==> src/rtl/dl_cmd_parser_pkg.sv <==
// dl_cmd_pkg: shared state encoding, sync defaults and byte type for the download command parser
package dl_cmd_pkg;
    localparam int BYTE_W = 8;
    typedef logic [BYTE_W-1:0] byte_t;
    typedef logic [2:0] state_t;
    localparam state_t ST_HUNT   = 3'd0;
    localparam state_t ST_SYNC   = 3'd1;
    localparam state_t ST_ADDR   = 3'd2;
    localparam state_t ST_LEN    = 3'd3;
    localparam state_t ST_DATA   = 3'd4;
    localparam state_t ST_CSUM   = 3'd5;
    localparam state_t ST_COMMIT = 3'd6;
    localparam byte_t SYNC0_DEF = 8'hA5;
    localparam byte_t SYNC1_DEF = 8'h5A;
endpackage

==> src/rtl/dl_cmd_parser_if.sv <==
// dl_cmd_parser_if: download-FIFO read port plus cfg register write bus
interface dl_cmd_parser_if;
    logic       dl_fifo_rdreq;
    logic [7:0] dl_fifo_rddata;
    logic       dl_fifo_rdempty;
    logic       cfg_wr_en;
    logic [7:0] cfg_addr;
    logic [7:0] cfg_wdata;
    logic       cfg_ready;
    modport master (
        output dl_fifo_rdreq,
        input  dl_fifo_rddata,
        input  dl_fifo_rdempty,
        output cfg_wr_en,
        output cfg_addr,
        output cfg_wdata,
        input  cfg_ready
    );
    modport slave (
        input  dl_fifo_rdreq,
        output dl_fifo_rddata,
        output dl_fifo_rdempty,
        input  cfg_wr_en,
        input  cfg_addr,
        input  cfg_wdata,
        output cfg_ready
    );
endinterface

==> src/rtl/dl_cmd_parser_fetch.sv <==
// dl_byte_fetch: single-outstanding reader for a normal-mode FIFO (q valid the cycle after rdreq)
module dl_byte_fetch
    import dl_cmd_pkg::*;
(
    input  logic  clk,
    input  logic  rst,
    input  logic  need_i,
    input  logic  rdempty_i,
    input  byte_t rddata_i,
    output logic  rdreq_o,
    output byte_t data_o,
    output logic  vld_o
);
    logic pend_q;
    assign rdreq_o = need_i && !rdempty_i && !pend_q && !rst;
    assign vld_o   = pend_q;
    assign data_o  = rddata_i;
    always_ff @(posedge clk) begin
        pend_q <= rst ? 1'b0 : rdreq_o;
    end
endmodule

==> src/rtl/dl_cmd_parser.sv <==
// dl_cmd_parser: validates A5 5A ADDR LEN PAYLOAD CSUM frames from the download FIFO
// and commits each good frame as auto-incrementing byte writes on the cfg bus.
module dl_cmd_parser
    import dl_cmd_pkg::*;
#(
    parameter int    MAX_LEN = 16,
    parameter int    TIMEOUT = 1024,
    parameter byte_t SYNC0   = SYNC0_DEF,
    parameter byte_t SYNC1   = SYNC1_DEF
) (
    input  logic            clk,
    input  logic            rst,
    dl_cmd_parser_if.master bus,
    output logic            frame_ok_o,
    output logic            frame_err_o,
    output byte_t           err_cnt_o,
    output logic            busy_o
);
    localparam int    IW    = MAX_LEN > 1 ? $clog2(MAX_LEN) : 1;
    localparam int    TW    = $clog2(TIMEOUT + 1);
    localparam byte_t MAX_B = byte_t'(MAX_LEN);

    state_t        st_q, st_d;
    byte_t         addr_q, addr_d, len_q, len_d, csum_q, csum_d;
    byte_t         cfg_addr_q, cfg_addr_d, wdata_q, wdata_d, err_cnt_q;
    logic [IW-1:0] idx_q, idx_d;
    logic [TW-1:0] tmo_q;
    logic          wr_en_q, wr_en_d, ok_q, ok_d, err_q, err_d;
    byte_t         pay_q [MAX_LEN];
    byte_t         rx;
    logic          rx_vld, need, in_frame, tmo_fire, last;

    // Gating need on tmo_fire guarantees nothing is in flight when a frame is abandoned.
    assign in_frame = st_q != ST_HUNT && st_q != ST_COMMIT;
    assign tmo_fire = in_frame && !rx_vld && tmo_q == TW'(TIMEOUT - 1);
    assign need     = st_q != ST_COMMIT && !tmo_fire;
    assign last     = byte_t'(idx_q) == len_q - 8'd1;

    dl_byte_fetch u_fetch (
        .clk       (clk),
        .rst       (rst),
        .need_i    (need),
        .rdempty_i (bus.dl_fifo_rdempty),
        .rddata_i  (bus.dl_fifo_rddata),
        .rdreq_o   (bus.dl_fifo_rdreq),
        .data_o    (rx),
        .vld_o     (rx_vld)
    );

    always_comb begin
        st_d       = st_q;
        addr_d     = addr_q;
        len_d      = len_q;
        idx_d      = idx_q;
        csum_d     = csum_q;
        wr_en_d    = wr_en_q;
        cfg_addr_d = cfg_addr_q;
        wdata_d    = wdata_q;
        ok_d       = 1'b0;
        err_d      = 1'b0;
        if (tmo_fire) begin
            st_d  = ST_HUNT;
            err_d = 1'b1;
        end else if (rx_vld) begin
            case (st_q)
                ST_HUNT: st_d = rx == SYNC0 ? ST_SYNC : ST_HUNT;
                ST_SYNC: st_d = rx == SYNC1 ? ST_ADDR : rx == SYNC0 ? ST_SYNC : ST_HUNT;
                ST_ADDR: begin
                    addr_d = rx;
                    csum_d = rx;
                    st_d   = ST_LEN;
                end
                ST_LEN: begin
                    err_d  = rx == 8'd0 || rx > MAX_B;
                    st_d   = err_d ? ST_HUNT : ST_DATA;
                    len_d  = rx;
                    idx_d  = '0;
                    csum_d = csum_q ^ rx;
                end
                ST_DATA: begin
                    csum_d = csum_q ^ rx;
                    idx_d  = last ? idx_q : idx_q + 1'b1;
                    st_d   = last ? ST_CSUM : ST_DATA;
                end
                ST_CSUM: begin
                    err_d      = rx != csum_q;
                    st_d       = err_d ? ST_HUNT : ST_COMMIT;
                    wr_en_d    = !err_d;
                    idx_d      = '0;
                    cfg_addr_d = addr_q;
                    wdata_d    = pay_q[0];
                end
                default: ;
            endcase
        end else if (st_q == ST_COMMIT && wr_en_q && bus.cfg_ready) begin
            ok_d       = last;
            wr_en_d    = !last;
            st_d       = last ? ST_HUNT : ST_COMMIT;
            idx_d      = last ? idx_q : idx_q + 1'b1;
            cfg_addr_d = last ? cfg_addr_q : cfg_addr_q + 8'd1;
            wdata_d    = last ? wdata_q : pay_q[idx_q + 1'b1];
        end
    end

    always_ff @(posedge clk) begin
        if (rst) begin
            st_q       <= ST_HUNT;
            addr_q     <= '0;
            len_q      <= '0;
            idx_q      <= '0;
            csum_q     <= '0;
            wr_en_q    <= 1'b0;
            cfg_addr_q <= '0;
            wdata_q    <= '0;
            ok_q       <= 1'b0;
            err_q      <= 1'b0;
            err_cnt_q  <= '0;
            tmo_q      <= '0;
            pay_q      <= '{default: '0};
        end else begin
            st_q       <= st_d;
            addr_q     <= addr_d;
            len_q      <= len_d;
            idx_q      <= idx_d;
            csum_q     <= csum_d;
            wr_en_q    <= wr_en_d;
            cfg_addr_q <= cfg_addr_d;
            wdata_q    <= wdata_d;
            ok_q       <= ok_d;
            err_q      <= err_d;
            err_cnt_q  <= err_cnt_q + byte_t'(err_d && err_cnt_q != 8'hFF);
            tmo_q      <= (!in_frame || rx_vld) ? '0 : tmo_q + 1'b1;
            if (rx_vld && st_q == ST_DATA) pay_q[idx_q] <= rx;
        end
    end

    assign bus.cfg_wr_en = wr_en_q;
    assign bus.cfg_addr  = cfg_addr_q;
    assign bus.cfg_wdata = wdata_q;
    assign frame_ok_o    = ok_q;
    assign frame_err_o   = err_q;
    assign err_cnt_o     = err_cnt_q;
    assign busy_o        = st_q != ST_HUNT;
endmodule

==> src/flat_wrapper.sv <==
// flat-port wrapper written by rule: the top's interface ports become plain ports
module dl_cmd_parser_flat import dl_cmd_pkg::*;
#(
    parameter int    MAX_LEN = 16,
    parameter int    TIMEOUT = 1024,
    parameter byte_t SYNC0   = SYNC0_DEF,
    parameter byte_t SYNC1   = SYNC1_DEF
)
  (clk, rst, frame_ok_o, frame_err_o, err_cnt_o, busy_o, bus_dl_fifo_rdreq, bus_dl_fifo_rddata, bus_dl_fifo_rdempty, bus_cfg_wr_en, bus_cfg_addr, bus_cfg_wdata, bus_cfg_ready);
  dl_cmd_parser_if bus_i ();
  input  logic clk;
  input  logic rst;
  output logic frame_ok_o;
  output logic frame_err_o;
  output byte_t err_cnt_o;
  output logic busy_o;
  output wire logic [$bits(bus_i.dl_fifo_rdreq)-1:0] bus_dl_fifo_rdreq;
  input wire logic [$bits(bus_i.dl_fifo_rddata)-1:0] bus_dl_fifo_rddata;
  input wire logic [$bits(bus_i.dl_fifo_rdempty)-1:0] bus_dl_fifo_rdempty;
  output wire logic [$bits(bus_i.cfg_wr_en)-1:0] bus_cfg_wr_en;
  output wire logic [$bits(bus_i.cfg_addr)-1:0] bus_cfg_addr;
  output wire logic [$bits(bus_i.cfg_wdata)-1:0] bus_cfg_wdata;
  input wire logic [$bits(bus_i.cfg_ready)-1:0] bus_cfg_ready;
  assign bus_dl_fifo_rdreq = bus_i.dl_fifo_rdreq;
  assign bus_i.dl_fifo_rddata = bus_dl_fifo_rddata;
  assign bus_i.dl_fifo_rdempty = bus_dl_fifo_rdempty;
  assign bus_cfg_wr_en = bus_i.cfg_wr_en;
  assign bus_cfg_addr = bus_i.cfg_addr;
  assign bus_cfg_wdata = bus_i.cfg_wdata;
  assign bus_i.cfg_ready = bus_cfg_ready;
  dl_cmd_parser #(.MAX_LEN(MAX_LEN), .TIMEOUT(TIMEOUT), .SYNC0(SYNC0), .SYNC1(SYNC1)) u_core (.clk(clk), .rst(rst), .bus(bus_i), .frame_ok_o(frame_ok_o), .frame_err_o(frame_err_o), .err_cnt_o(err_cnt_o), .busy_o(busy_o));
endmodule
==> config.mk <==
export PLATFORM = sky130hd
export DESIGN_NAME = dl_cmd_parser_flat
export DESIGN_NICKNAME = d
export VERILOG_FILES = /design/src/rtl/dl_cmd_parser_pkg.sv /design/src/rtl/dl_cmd_parser_if.sv /design/src/rtl/dl_cmd_parser_fetch.sv /design/src/rtl/dl_cmd_parser.sv /design/src/flat_wrapper.sv
export SDC_FILE = /design/constraint.sdc
export NUM_CORES = 1
export LEC_CHECK = 0
export ABC_CLOCK_PERIOD_IN_PS = 8490
export BUFFER_PORTS_ARGS = -buffer_cell sky130_fd_sc_hd__buf_2
export CAP_MARGIN = 0
export CORE_ASPECT_RATIO = 1.4
export CORE_MARGIN = 4
export CORE_UTILIZATION = 55
export CTS_CLUSTER_SIZE = 8
export DETAILED_ROUTE_END_ITERATION = 10
export PLACE_DENSITY = 0.78
export SYNTH_ARGS = -nofsm -noshare
export SYNTH_HDL_FRONTEND = slang
export SYNTH_SLANG_ARGS = --single-unit
==> constraint.sdc <==
create_clock -name clk -period 8.49 [get_ports clk]
set_input_delay 0 -clock clk [delete_from_list [all_inputs] [get_ports clk]]
set_output_delay 0 -clock clk [all_outputs]
set_load 0.05 [all_outputs]
=== Word level (Yosys, flattened, before mapping) ===
Cells that the tools add are included.

* $add $sub $neg: 5
* Bitwise gates (word level): 5
* Mux-type cells: 34
* Reduce and logical (&&, ||, !) cells: 38
* Equal/unequal tests: 17
* Order comparisons: 4

{| class="wikitable"
|+ Operators with widths
! cell !! number
|-
| 128-bit bitwise mux || 1
|-
| 8-bit 2-to-1 mux || 11
|-
| 8-bit binary-select mux with 4-bit select || 1
|-
| 8-bit demux with 4-bit select || 1
|-
| 3-bit 2-to-1 mux || 6
|-
| 3-bit one-hot mux with 6 select lines || 1
|-
| 8-bit one-hot mux with 2 select lines || 1
|-
| 3-bit AND reduction || 5
|-
| 1-bit logical AND || 12
|-
| 4-bit 2-to-1 mux || 3
|-
| 11-bit by 1-bit adder with 11-bit output (second input constant) || 1
|-
| 11-bit by 10-bit == test with 1-bit output (second input constant) || 1
|-
| 5-bit greater-or-equal comparator (second input constant) || 2
|-
| 4-bit inverter with 5-bit output || 2
|-
| 3-bit == test (second input constant) || 3
|-
| 8-bit by 1-bit adder with 8-bit output || 1
|-
| 8-bit by 1-bit adder with 8-bit output (second input constant) || 1
|-
| 4-bit by 8-bit == test with 1-bit output || 1
|-
| 8-bit by 7-bit == test with 1-bit output (second input constant) || 1
|-
| 8-bit == test (second input constant) || 1
|-
| 8-bit by 5-bit greater-than comparator with 1-bit output (second input constant) || 1
|-
| 8-bit zero test || 1
|-
| 8-bit inequality test || 1
|-
| 8-bit inequality test (second input constant) || 1
|-
| 24 further kinds || 43
|}

* Register bits after elaboration: 198
* Input bits: 12
* Logic and storage cells: 132

=== Longest topological paths before layout ===
* Word-level depth: 9
* Mapped depth: 12
* Mapped depth without buffers: 10

=== Modules after synthesis ===
A second synthesis with hierarchy kept.

* Cells, all modules: 1,114
* Area, all modules: 9,560.4 um^2

{| class="wikitable"
|+ Modules (own cells, without submodules)
! module !! seq. area each (um^2) !! cells each !! area an instance (um^2) !! times used
|-
| dl_cmd_parser || 3,943.8 || 1,103 || 9,462.8 || 1
|-
| dl_byte_fetch || 20.0 || 11 || 97.6 || 1
|}

=== Worst setup path after synthesis ===
No wires, ideal clock.

* Path kind: reg2reg
* Start: register u_core.idx_q[0]
* End: register u_core.wdata_q[0] (netlist: u_core.bus.cfg_wdata[0])
* Setup time: 127 ps
* Period minus slack after synthesis: 2,939 ps
* Path slack: 5,551 ps
* Arrival time: 2,812 ps
* Cell stages (with the launch flop): 11
* Path through: dfxtp_1 > buf_2 > clkinv_1 > clkbuf_1 > ha_1 > clkbuf_1 > buf_2 > buf_2 > mux4_2 > o21ai_0 > o31ai_1

* Cells in the longest elaborated chain, start to end: 8

{| class="wikitable"
|+ RTL lines
! what !! RTL line !! RTL
|-
| start, declared || dl_cmd_parser.sv:26 || <nowiki>logic [IW-1:0] idx_q, idx_d;</nowiki>
|-
| start signal, assigned || dl_cmd_parser.sv:124 || <nowiki>idx_q <= idx_d;</nowiki>
|-
| 4-bit by 1-bit adder with 4-bit output || dl_cmd_parser.sv:101 || <nowiki>wdata_d = last ? wdata_q : pay_q[idx_q + 1'b1];</nowiki>
|-
| 4-bit inverter with 5-bit output (not written as such) || dl_cmd_parser.sv:101 ||
|-
| 8-bit binary-select mux with 4-bit select || dl_cmd_parser.sv:101 ||
|-
| 8-bit 2-to-1 mux (not written as such) (2 in series) || dl_cmd_parser.sv:101 ||
|-
| 8-bit 2-to-1 mux || dl_cmd_parser.sv:101 ||
|-
| 8-bit 2-to-1 mux || dl_cmd_parser.sv:95 || <nowiki>end else if (st_q == ST_COMMIT && wr_en_q && bus.cfg_ready) begin</nowiki>
|-
| 8-bit 2-to-1 mux || dl_cmd_parser.sv:64 || <nowiki>end else if (rx_vld) begin</nowiki>
|-
| end signal, assigned || dl_cmd_parser.sv:128 || <nowiki>wdata_q <= wdata_d;</nowiki>
|-
| end, declared || dl_cmd_parser.sv:25 || <nowiki>byte_t cfg_addr_q, cfg_addr_d, wdata_q, wdata_d, err_cnt_q;</nowiki>
|}

Parallel ways exist; a longest one is shown, timed or not. The select of a mux whose other input is x is not followed.
A chain may end at the register's enable or synchronous reset.

=== Worst setup path in the final report ===
* Start: register u_core.idx_q[0]
* End: register u_core.wdata_q[2] (netlist: u_core.bus.cfg_wdata[2])

The elaborated chain is that of the path after synthesis.

==> flow_summary.rst <==
.. list-table::
   :header-rows: 1

   * - Metric
     - Value
   * - Result of the run
     - completed
   * - Min Tclk post-route
     - 3.77 ns
   * - Overall track demand over capacity in global routing
     - 25.8%
   * - H-Tree Level Count
     - 4
   * - Die X
     - 119 um
   * - Required arrival time at the worst endpoint
     - 8.80 ns
   * - Highest-count cells in the layout ignoring fill and taps
     - dfxtp_1 (198), nand2_1 (146), a21oi_1 (112)
   * - Delay of the slowest critical-path stage
     - 0.70 ns
   * - Pin count of the biggest net entering global routing
     - 104
   * - Final Hold Violating Endpoints
     - 0
   * - Count of vias placed by the detailed router
     - 8299
   * - Data arrival time of the worst path
     - 4.08 ns
   * - Layout-stage area growth over the synthesis result
     - 8.41%
   * - HPWL after detailed placement
     - 16.4 mm
   * - Vias in the first global route
     - 7705
   * - Netlist cell types
     - 63
   * - Post-cts repair resize count
     - 0
   * - Most used cell, CP
     - buf_4
   * - Clock latency reported for the late side of the worst-skew pair
     - 0.44 ns
   * - Avg Cell Area, Syn
     - 8.57 um^2
   * - Worst Hold Launch
     - bus_dl_fifo_rddata[0]
   * - Crit Reg-Reg Startpoint
     - u_core.idx_q[0]
   * - Die Span Y
     - 164 um
   * - Clock Root Buffer
     - clkbuf_16
   * - Simple logic cell fraction of the synthesized area
     - 21.9%
   * - Critical-path maximum fanout
     - 40
   * - Total iterations of the first detailed-routing run
     - 5
   * - # rows
     - 56
   * - Least-Margin Pin Slew
     - 1.18 ns
   * - Number of I/O pins
     - 41
   * - Critical-path cell list
     - buf_4, clkinv_1, ha_2, buf_4, mux2i_1, nand3_1, and4_1, o221ai_1, o31ai_1
   * - Sum of overflow across all layers after global routing
     - 0
   * - Final setup viols
     - 0
   * - Cell type of the slowest stage on the worst timing path
     - ha_2
   * - Areal power density over the cells
     - 171 nW/um^2
   * - Share of final-layout standard cells stronger than drive strength 1
     - 10.3%
   * - Area of the mapped netlist
     - 9560 um^2
   * - Share of the core filled with cells in the final layout
     - 61.4%
   * - GPL Wtd Cong
     - 0.875
   * - P_leak
     - 3.96 nW
   * - Ant. Diodes
     - 0
   * - Count of pins over their slew limit
     - 0
   * - Maximum root-to-sink buffer count
     - 2
   * - Highest clock frequency the design can meet
     - 265 MHz
   * - Clock Pin Slew Worst Setup and Hold Paths
     - 0.07 ns
   * - Starting utilization of the core area
     - 56.6%
   * - Number of buffers inserted by post-CTS setup repair
     - 0
   * - FF-to-FF setup slack
     - 4.72 ns
   * - Crit start category
     - flip-flop
   * - Post-route clock period utilization
     - 44.4%
   * - Die outline area
     - 19600 um^2
   * - Synth warnings
     - 0
   * - First DRT Iteration DRCs
     - 873
   * - RSZ-0062 raised after global routing
     - no
   * - Number of nets at the end of the flow
     - 1113
   * - Global-route wire length before repair
     - 40.4 mm
   * - CTS hold repair buffers
     - 1
   * - Post-synthesis compound-gate area fraction
     - 13.1%
   * - Per-cell via count in the routed design
     - 6.21
   * - Post-route design area
     - 10400 um^2
   * - Leading register cell type out of synthesis
     - dfxtp_1
   * - Clock tree sinks
     - 198
   * - Syn_nets
     - 1137
   * - Slew HR
     - 21.4%
   * - Endpoint class of the critical path
     - flip-flop
   * - TritonCTS clock tree
     - yes
   * - Skew final
     - 0.00943 ns
   * - Number of remaining DRC errors
     - 0
   * - Number of antenna violations at the first check in global routing
     - 0
   * - Worst voltage drop across the vdd grid
     - 0.149 mV
   * - Routed Wire Length
     - 24.9 mm
   * - Most common cell after layout, fill and taps aside
     - dfxtp_1
   * - Max-capacitance violation count
     - 0
   * - Register bit count reported by yosys
     - 198
   * - Largest family of logic cells by synthesized area
     - simple AND/OR/NAND/NOR gates
   * - First element of the critical path
     - u_core.idx_q[0]
   * - Synth Area in Adders
     - 1.18%
   * - Accumulated negative setup slack
     - 0 ns
   * - EDFF count, synth
     - 0
   * - Standard cell area after detailed placement
     - 9780 um^2
   * - Final ANT Viol Nets
     - 0
   * - Avg WL per Cell
     - 18.7 um
   * - Fraction of synthesized cell area in xor and xnor cells
     - 2.75%
   * - Worst Hold Class
     - in2reg
   * - Number of buffers created by CTS
     - 17
   * - Mux share of post-synthesis cell area
     - 15.4%
   * - Start-to-end type of the worst setup path
     - reg2reg
   * - PortBufs
     - 40
   * - Number of standard cells after synthesis
     - 1116
   * - Post-synthesis async set-or-reset flop share
     - 0%
   * - Placeable Area
     - 16900 um^2
   * - Sequential-to-total area share from yosys stat
     - 41.5%
==> power by group <==
group	leakage, nW	switching, mW	internal, mW
Sequential	1.59	0.0000851	0.928
Combinational	2.08	0.0460	0.00895
Clock	0.285	0.366	0.426
==> Yosys cell counts, drive strengths merged, types with 10 or more instances <==
master | n | area, um^2
a21oi | 112 | 561
and4 | 10 | 87.6
buf | 20 | 90.1
clkbuf | 75 | 282
dfxtp | 198 | 3960
mux2i | 110 | 1100
mux4 | 16 | 360
nand2 | 146 | 548
nand3 | 112 | 566
nor2 | 102 | 385
nor3b | 11 | 82.6
o21ai | 31 | 166
or3 | 10 | 67.6
xnor2 | 10 | 87.6
xor2 | 20 | 175
==> per-layer routing <==
metal,global-route usage [%],routed length [um],share of wire (%),vias up
met5,0,0,0,-
met3,4.31,1720,6.9,95
li1,-,-,-,3906
met4,15.7,1430,5.7,0
met1,30.8,9600,38,3927
met2,43.3,12200,49,371
==> layout make-up <==
cell class,instances,area (um^2)
Clock buffer,20,457
Clock inverter,12,119
Fill cell,1458,6520
Inverter,8,30.0
Multi-Input combinational cell,815,5210
Sequential cell,198,3960
Tap cell,232,290
Timing Repair Buffer,52,295
==> worst max-delay path, delay by kind of cell, from the launching register on <==
family                   cells  cell delay (ns)
buffers and inverters        3             1.62
AO/OA/AOI/OAI                2             0.30
flip-flops                   1             0.31
AND/OR/NAND/NOR              2             0.35
multiplexers                 1             0.30
adder cells (fa/ha/maj)      1             0.70
==> metrics by stage <==
step | std cells | power, mW | hold WS (ns) | worst slack [ns]
CTS | 1337 | 1.78 | 0.0579 | 4.77
global route | 1337 | 1.82 | 0.0822 | 4.45
detailed placement | 1304 | 1.00 | 0.187 | 4.78
floorplan | 1116 | 0.987 | 0.0787 | 5.55
global placement | 1304 | 1.00 | 0.184 | 4.93
finish | 1337 | 1.78 | 0.0880 | 4.72
==> cell families (layout without fill, tap and decap cells) <==
group,after synthesis,count (layout)
AND/OR/NAND/NOR,443,443
AO/OA/AOI/OAI,206,206
XOR/XNOR,30,30
multiplexers,127,127
flip-flops,198,198
buffers and inverters,103,92
adder cells (fa/ha/maj),9,9
==> worst paths after layout <==
check / to / cells after the start
max: u_core.bus.cfg_wdata[2] / 9
max reg2reg: u_core.bus.cfg_wdata[2] / 9
min: u_core.csum_q[0] / 3
min reg2reg: u_core.pay_q[80] / 2
==> registers in the layout (all words and copies together), names as in the netlist <==
register              flops
u_core.pay_q            128
u_core.tmo_q             11
u_core.addr_q             8
u_core.bus.cfg_addr       8
u_core.bus.cfg_wdata      8
u_core.csum_q             8
u_core.err_cnt_o          8
u_core.len_q              8
u_core.idx_q              4
u_core.st_q               3
u_core.bus.cfg_wr_en      1
u_core.frame_err_o        1
u_core.frame_ok_o         1
u_core.u_fetch.vld_o      1
No activity file was read; power rests on OpenSTA's default activity.
